<file path="config.mk">
export PLATFORM = sky130hd
export DESIGN_NAME = scarf_regmap_gen_flat
export DESIGN_NICKNAME = d
export VERILOG_FILES = /design/src/rtl/scarf_regmap_gen_if.sv /design/src/rtl/scarf_regmap_gen.sv /design/src/flat_wrapper.sv
export SDC_FILE = /design/constraint.sdc
export NUM_CORES = 1
export LEC_CHECK = 0
export CORE_UTILIZATION = 49
export DETAILED_ROUTE_END_ITERATION = 7
export PLACE_DENSITY = 0.77
export SLEW_MARGIN = 15
export SYNTH_ARGS = -nofsm -noshare
export SYNTH_HDL_FRONTEND = slang
export SYNTH_SLANG_ARGS = --single-unit
</file>
<file path="constraint.sdc">
create_clock -name clk -period 2.7 [get_ports clk]
set_clock_uncertainty 0.15 [all_clocks]
set_input_delay 0.54 -clock clk [delete_from_list [all_inputs] [get_ports clk]]
set_output_delay 0.54 -clock clk [all_outputs]
set_load 0.05 [all_outputs]
</file>
<file path="src/rtl/scarf_regmap_gen_if.sv">
// SCARF byte-stream bus between the protocol front end and a register map.
// The master drives the received byte stream and transfer framing, and the
// slave (the register map) returns the read byte.
interface scarf_regmap_gen_if;
    logic [7:0] data_in;
    logic       data_in_valid;
    logic       data_in_finished;
    logic [6:0] slave_id;
    logic       rnw;
    logic [7:0] read_data_out;

    modport master (
        output data_in, data_in_valid, data_in_finished, slave_id, rnw,
        input  read_data_out
    );

    modport slave (
        input  data_in, data_in_valid, data_in_finished, slave_id, rnw,
        output read_data_out
    );
endinterface

</file>
<file path="src/rtl/scarf_regmap_gen.sv">
// SCARF register map: NUM_RW read/write control registers followed by
// NUM_RO status registers, addressed by an auto-incrementing byte pointer.
// The first byte of a selected transfer is the start address; every later
// byte is a data byte at the current pointer.
// Build option SCARF_REGMAP_STICKY_EN: status bits become sticky and are
// cleared by writing 1 (set wins over a coincident clear). Without it the
// status registers are a one-cycle-delayed copy of status_in and ignore writes.
module scarf_regmap_gen #(
    parameter logic [6:0]          SLAVE_ID = 7'h01,
    parameter int                  NUM_RW   = 4,
    parameter int                  NUM_RO   = 2,
    parameter logic [NUM_RW*8-1:0] RST_VAL  = '0,
    parameter bit                  WRAP     = 1'b0
) (
    input  logic                  clk,
    input  logic                  rst_n_sync,
    scarf_regmap_gen_if.slave     bus,
    input  logic [NUM_RO*8-1:0]   status_in,
    output logic [NUM_RW*8-1:0]   regs_out,
    output logic [NUM_RW-1:0]     wr_strobe,
    output logic                  addr_err
);
    localparam int NUM_REGS = NUM_RW + NUM_RO;
    localparam int TOP      = NUM_REGS - 1;

    logic [7:0]          ptr;
    logic                first_q;
    logic                final_q;
    logic [NUM_RW*8-1:0] rw_q;
    logic [NUM_RO*8-1:0] ro_q;
    logic [7:0]          rd_data;

    logic sel;
    logic load;
    logic acc;
    logic wr_acc;
    logic in_range;
    logic ptr_top;

    assign sel      = (bus.slave_id == SLAVE_ID);
    assign load     = sel && bus.data_in_valid && !bus.data_in_finished && first_q;
    assign acc      = sel && bus.data_in_valid && !bus.data_in_finished && !first_q && !final_q;
    assign wr_acc   = acc && !bus.rnw;
    assign in_range = (int'(ptr) < NUM_REGS);
    assign ptr_top  = (int'(ptr) == TOP);

    // Address pointer and transfer framing; end of transfer wins over a data byte.
    always_ff @(posedge clk or negedge rst_n_sync) begin
        if (!rst_n_sync) begin
            ptr     <= 8'h00;
            first_q <= 1'b1;
            final_q <= 1'b0;
        end else if (bus.data_in_finished) begin
            ptr     <= 8'h00;
            first_q <= 1'b1;
            final_q <= 1'b0;
        end else if (load) begin
            ptr     <= bus.data_in;
            first_q <= 1'b0;
        end else if (acc) begin
            if (ptr_top) begin
                if (WRAP) ptr     <= 8'h00;
                else      final_q <= 1'b1;
            end else begin
                ptr <= ptr + 8'd1;
            end
        end
    end

    // Control registers and their one-cycle write strobes.
    always_ff @(posedge clk or negedge rst_n_sync) begin
        if (!rst_n_sync) begin
            rw_q      <= RST_VAL;
            wr_strobe <= '0;
        end else begin
            wr_strobe <= '0;
            for (int k = 0; k < NUM_RW; k++) begin
                if (wr_acc && int'(ptr) == k) begin
                    rw_q[k*8 +: 8] <= bus.data_in;
                    wr_strobe[k]   <= 1'b1;
                end
            end
        end
    end

`ifdef SCARF_REGMAP_STICKY_EN
    logic [NUM_RO*8-1:0] ro_clr;

    // Write-1-to-clear mask for the status register at the pointer.
    always_comb begin
        ro_clr = '0;
        for (int j = 0; j < NUM_RO; j++) begin
            if (wr_acc && int'(ptr) == NUM_RW + j) ro_clr[j*8 +: 8] = bus.data_in;
        end
    end

    // Sticky status bits; a live status bit overrides a clear in the same cycle.
    always_ff @(posedge clk or negedge rst_n_sync) begin
        if (!rst_n_sync) ro_q <= '0;
        else             ro_q <= (ro_q & ~ro_clr) | status_in;
    end
`else
    // Status registers track status_in with one cycle of latency.
    always_ff @(posedge clk or negedge rst_n_sync) begin
        if (!rst_n_sync) ro_q <= '0;
        else             ro_q <= status_in;
    end
`endif

    // Sticky flag for any data byte aimed past the last register.
    always_ff @(posedge clk or negedge rst_n_sync) begin
        if (!rst_n_sync)            addr_err <= 1'b0;
        else if (acc && !in_range)  addr_err <= 1'b1;
    end

    // Read return: slave ID while the address byte is pending, then the register.
    always_comb begin
        rd_data = 8'h00;
        if (sel && bus.rnw) begin
            if (first_q) begin
                rd_data = {1'b0, SLAVE_ID};
            end else if (!final_q) begin
                for (int k = 0; k < NUM_RW; k++) begin
                    if (int'(ptr) == k) rd_data = rw_q[k*8 +: 8];
                end
                for (int j = 0; j < NUM_RO; j++) begin
                    if (int'(ptr) == NUM_RW + j) rd_data = ro_q[j*8 +: 8];
                end
            end
        end
    end

    assign bus.read_data_out = rd_data;
    assign regs_out          = rw_q;
endmodule

</file>
<file path="src/flat_wrapper.sv">
// flat-port wrapper written by rule: the top's interface ports become plain ports
module scarf_regmap_gen_flat 
#(
    parameter logic [6:0]          SLAVE_ID = 7'h01,
    parameter int                  NUM_RW   = 4,
    parameter int                  NUM_RO   = 2,
    parameter logic [NUM_RW*8-1:0] RST_VAL  = '0,
    parameter bit                  WRAP     = 1'b0
)
  (clk, rst_n_sync, status_in, regs_out, wr_strobe, addr_err, bus_data_in, bus_data_in_valid, bus_data_in_finished, bus_slave_id, bus_rnw, bus_read_data_out);
  scarf_regmap_gen_if bus_i ();
  input  logic clk;
  input  logic rst_n_sync;
  input  logic [NUM_RO*8-1:0] status_in;
  output logic [NUM_RW*8-1:0] regs_out;
  output logic [NUM_RW-1:0] wr_strobe;
  output logic addr_err;
  input wire logic [$bits(bus_i.data_in)-1:0] bus_data_in;
  input wire logic [$bits(bus_i.data_in_valid)-1:0] bus_data_in_valid;
  input wire logic [$bits(bus_i.data_in_finished)-1:0] bus_data_in_finished;
  input wire logic [$bits(bus_i.slave_id)-1:0] bus_slave_id;
  input wire logic [$bits(bus_i.rnw)-1:0] bus_rnw;
  output wire logic [$bits(bus_i.read_data_out)-1:0] bus_read_data_out;
  assign bus_i.data_in = bus_data_in;
  assign bus_i.data_in_valid = bus_data_in_valid;
  assign bus_i.data_in_finished = bus_data_in_finished;
  assign bus_i.slave_id = bus_slave_id;
  assign bus_i.rnw = bus_rnw;
  assign bus_read_data_out = bus_i.read_data_out;
  scarf_regmap_gen #(.SLAVE_ID(SLAVE_ID), .NUM_RW(NUM_RW), .NUM_RO(NUM_RO), .RST_VAL(RST_VAL), .WRAP(WRAP)) u_core (.clk(clk), .rst_n_sync(rst_n_sync), .bus(bus_i), .status_in(status_in), .regs_out(regs_out), .wr_strobe(wr_strobe), .addr_err(addr_err));
endmodule
</file>
-- Word level (Yosys, flattened, before mapping)
Cells that the tools add are included.
- muxes and demuxes: 23
- magnitude comparators: 1
- equal/unequal tests: 8
- $add $sub $neg: 1
- reductions and logical operators: 24
- operators with widths (operator ; count):
    8-bit two-way mux ; 13
    8-bit by 3-bit == test with 1-bit output (second input constant) ; 2
    8-bit by 4-bit == test with 1-bit output (second input constant) ; 2
    1-bit logical AND ; 12
    1-bit two-way mux ; 10
    8-bit by 1-bit adder with 8-bit output (second input constant) ; 1
    8-bit by 2-bit == test with 1-bit output (second input constant) ; 1
    8-bit zero test ; 1
    8-bit by 3-bit < comparator with 1-bit output (second input constant) ; 1
    7-bit by 1-bit == test with 1-bit output (second input constant) ; 1
    2-bit nonzero test ; 3
    1-bit zero test ; 5
    3-bit by 2-bit != test with 1-bit output (second input constant) ; 1
    3-bit AND reduction ; 1
    3-bit nonzero test ; 1
    2-bit != test (second input constant) ; 1
    2-bit AND reduction ; 1
- output and inout bits: 45
- input bits: 36
- logic and storage cells: 67
- register bits: 63

-- Logic depth before layout (Yosys ltp)
- depth in word-level cells: 10
- mapped depth: 7
- depth with buffers taken out: 6

-- Worst setup path after synthesis
Ideal clock, no wire load.
- kind: register -> output
- start: reg u_core.ptr[1]
- end: out bus_read_data_out[0]
- cell stages (with the launch flop): 8
- data required time: 2.010 ns
- buffers on the path: 1
- setup slack: -0.301 ns
- data arrival time: 2.311 ns
- path through: dfrtp_1 inv_1 ha_1 buf_2 nand3b_1 a221o_1 a211o_1 a21oi_1
- word-level cells in the longest chain between the ends: 10
- elaborated cells between the ends (all ways): 15
- classes of those cells: 5 x eq/ne; 9 x mux; 1 x reduce/logical
- RTL lines (item ; line ; text):
    start, declared ; scarf_regmap_gen.sv:26 ; logic [7:0] ptr;
    start signal, assigned ; scarf_regmap_gen.sv:58 ; ptr <= bus.data_in;
    start signal, assigned ; scarf_regmap_gen.sv:65 ; ptr <= ptr + 8'd1;
    8-bit zero test ; scarf_regmap_gen.sv:124 ; if (int'(ptr) == k) rd_data = rw_q[k*8 +: 8];
    8-bit two-way mux (4 in series) ; scarf_regmap_gen.sv:124 ;
    8-bit two-way mux ; scarf_regmap_gen.sv:127 ; if (int'(ptr) == NUM_RW + j) rd_data = ro_q[j*8 +: 8];
    8-bit two-way mux * ; scarf_regmap_gen.sv:127 ;
    8-bit two-way mux * ; scarf_regmap_gen.sv:122 ; end else if (!final_q) begin
    8-bit two-way mux * ; scarf_regmap_gen.sv:120 ; if (first_q) begin
    8-bit two-way mux * ; scarf_regmap_gen.sv:119 ; if (sel && bus.rnw) begin
    end, declared ; flat_wrapper.sv:23 ; output wire logic [$bits(bus_i.read_data_out)-1:0] bus_read_data_out;
Every way passes the cells marked *; elsewhere a longest branch is shown, timed or not.

-- Worst setup path in the final report
- start: reg u_core.ptr[0]
- end: out bus_read_data_out[0]
The elaborated chain is that of the path after synthesis.

==> summary.txt <==
Placed design
  – Post-DP HPWL: 6.33 mm
  – GPL Wtd Cong: 0.903
  – Placed cell count: 429
  – Port Buf Inserts: 80
  – Worst slack, placed: -0.156 ns
  – Placed Instance Area: 0.00428 sq mm

Power
  – LEAKAGE: 2.10 nW
  – PwrDens: 398 mW/mm^2
  – VDD IR max: 476 uV
  – Final Power: 1.95 mW

Global route
  – Largest net degree at the start of global routing: 28
  – Vias in the first global route: 2928
  – First-pass GRT wire length: 16.3 mm
  – Gr ovfl total: 0
  – Total track usage: 34.2%
  – Antenna violations before repair: 0

Clocking
  – Worst-Skew Late Latency: 0.35 ns
  – Clock Root Buffer: clkbuf_8
  – Max Root-Sink Buffers: 2
  – CTS tree: built
  – Clk sinks: 63
  – Cts bufs inserted: 9
  – H-tree depth: 3
  – Reg clk slew, reported paths: 0.07 ns

Synthesis
  – Yosys reg bits: 63
  – Number of enable flip-flop cells after synthesis: 0
  – Top_reg_cell synth: dfrtp_1
  – Unique cell type count in the Yosys netlist: 61
  – Synthesis Warnings: 0
  – Fraction of registers with async set or reset after synthesis: 100%
  – Mapped Area: 0.00310 sq mm
  – Seq/Total Area, Yosys: 50.8%
  – Syn_nets: 297
  – Mapped Cells: 257
  – Avg Synthesized Cell Area: 12.1 sq um

STA
  – Setup_tns: -1.99 ns
  – Achievable Freq: 330 MHz
  – Max-Slew Margin vs Limit: 63.6%
  – Final setup fails: 8
  – Hold Fails Final Rpt: 0
  – Crit share post-route: 112%
  – Final setup margin: -0.327 ns
  – Slew Limit Fails: 0
  – Crit path time final: 3.03 ns
  – Worst Tran Pin Value: 0.544 ns
  – RSZ-0062 raised after global routing: yes
  – Worst hold slack: 0.325 ns

Critical path
  – Max incr delay on CP: 0.44 ns
  – Levels on crit path: 7
  – Crit start category: register
  – CP Buf/Inv Count: 2
  – Crit path DAT: 2.34 ns
  – Cell family with most CP delay: compound AO/OA/AOI/OAI gates
  – CP required: 2.01 ns
  – CP endpoint kind: output port
  – CP Class: reg2out
  – Worst-path cell chain: ha_2 > buf_6 > nand3b_1 > a221o_1 > a211o_1 > a21oi_4 > buf_12
  – CP Max Fanout: 5
  – Slowest stage cell on the critical path: dfrtp_1
  – R2R cell count: 9

Finish
  – Final non-filler cell total: 460
  – Layout cells sized above 1: 37.1%
  – Most common cell after layout, fill and taps aside: clkdlybuf4s50_1
  – Area of the multi-input gates: 0.00164 sq mm
  – Design Area, Final: 0.00489 sq mm
  – Antenna cell count: 0
  – Nets@finish: 420
  – Storage cell area: 0.00158 sq mm
  – Most frequent cells in the layout: 71 x clkdlybuf4s50_1, 62 x dfrtp_1, 34 x buf_4
  – Util after Layout: 81.2%
  – Area grow syn2layout: 57.6%
  – Number of fillers in the final layout: 327

Status
  – Failing checks: setup timing
  – Run status: finished, violations left

Hold path
  – Worst min path class: reg2reg
  – Hold Path Stages: 1

Drt
  – DRC: 0
  – DR pass1 iterations: 5
  – Via/cell ratio: 6.35
  – WL final: 10.8 mm
  – Antenna viol nets, final: 0
  – WL per Instance: 23.5 um
  – DR vias: 2923
  – Iteration-0 DRC count of the detailed router: 298

Die
  – Initial Util: 51.5%
  – Die area: 0.00666 sq mm
  – Core ar.: 0.00603 sq mm
  – I/O pin total: 81
  – Die H: 81.6 um
  – Row cnt: 28
  – Die width: 81.6 um

Flow run
  – MaxCap Viol Count: 0
cells by family (layout without fill, tap and decap cells):
| group | Yosys count | count (layout) | synth area share [%] |
|---|---|---|---|
| buffers and inverters | 32 | 160 | 4.55 |
| and+or+nand+nor | 51 | 51 | 12.2 |
| DFF | 63 | 63 | 50.8 |
| muxes | 33 | 33 | 11.9 |
| AOI/OAI and AO/OA | 74 | 74 | 18.9 |
| adders and majority gates | 4 | 4 | 1.61 |
sequential cells by signal, indices dropped and copies added, names as in the netlist:
register and flops:
u_core.first_q 1, u_core.regs_out 32, u_core.ro_q 16, u_core.addr_err 1, u_core.ptr 8, u_core.final_q 1
u_core.wr_strobe 4
cells in the mapped netlist (all sizes together), types with 2 or more instances:
master,count,share of area [%]
a221oi,8,2.3
and2,6,1.3
o41ai,3,0.85
nand2,3,0.36
nand3,11,3.4
buf,11,2.0
clkbuf,6,0.73
o2bb2ai,7,2.0
or3,2,0.56
nand2b,5,1.0
a211oi,4,1.1
inv,14,1.7
nor2b,2,0.40
nor2,6,0.73
o221a,7,2.5
ha,4,1.6
mux2,32,12
o21ai,4,0.64
dfrtp,62,50
a2111oi,7,2.0
a31oi,3,0.60
nor4,2,0.60
and3,2,0.44
a21oi,17,2.7
worst register-to-register path, cell delays in order (launching register included):
cell and delay, ns:
dfrtp_1 0.41, inv_2 0.09, ha_2 0.20, buf_6 0.13, buf_4 0.10, nand4bb_1 0.11
buf_4 0.17, nor2_1 0.27, o41ai_1 0.12, a211oi_1 0.41
area by class of cell:
| type | instances | area share (%) |
|---|---|---|
| clock inverters | 6 | 1.38 |
| well taps | 75 | 1.92 |
| multi-input cells | 162 | 33.5 |
| inverters | 15 | 1.15 |
| clock buffers | 10 | 2.81 |
| repair buffers | 129 | 27.0 |
| flip-flops and latches | 63 | 32.2 |
worst paths after layout:
check | startpoint | to | slack (ns)
setup / recovery | u_core.ptr[0]$_DFFE_PN0P_ | bus_read_data_out[0] | -0.33
hold / removal | u_core.addr_err$_DFFE_PN0P_ | u_core.addr_err$_DFFE_PN0P_ | 0.32
setup reg to reg | u_core.ptr[1]$_DFFE_PN0P_ | u_core.ptr[0]$_DFFE_PN0P_ | 0.40
hold reg to reg | u_core.addr_err$_DFFE_PN0P_ | u_core.addr_err$_DFFE_PN0P_ | 0.32
max in group asynchronous | rst_n_sync | u_core.ro_q[8]$_DFF_PN0_ | 1.11
min in group asynchronous | rst_n_sync | u_core.ro_q[11]$_DFF_PN0_ | 0.54
power breakdown:
group / leakage, nW / internal, mW / switching [mW]
Sequential: 0.840 / 0.956 / 0.00616
Clock: 0.0993 / 0.456 / 0.406
Combinational: 1.16 / 0.0645 / 0.0587
Total: 2.10 / 1.48 / 0.471
layer usage:
metal  GRT usage (%)  routed length, um  vias up
met5               0                  0        -
met4            15.3                371        0
met3            6.89                784       39
met2            57.6               5550      179
met1            42.2               4130     1472
li1                -                  -     1233
what timing repair did:
item	CTS	global route
hold buffers	1	0
endpoints found under the setup margin	8	8
pin swaps	20	6
buffers inserted	12	5
gates resized for setup	54	6
endpoints found under the hold margin	20	0
(Power assumes the default switching activity.)
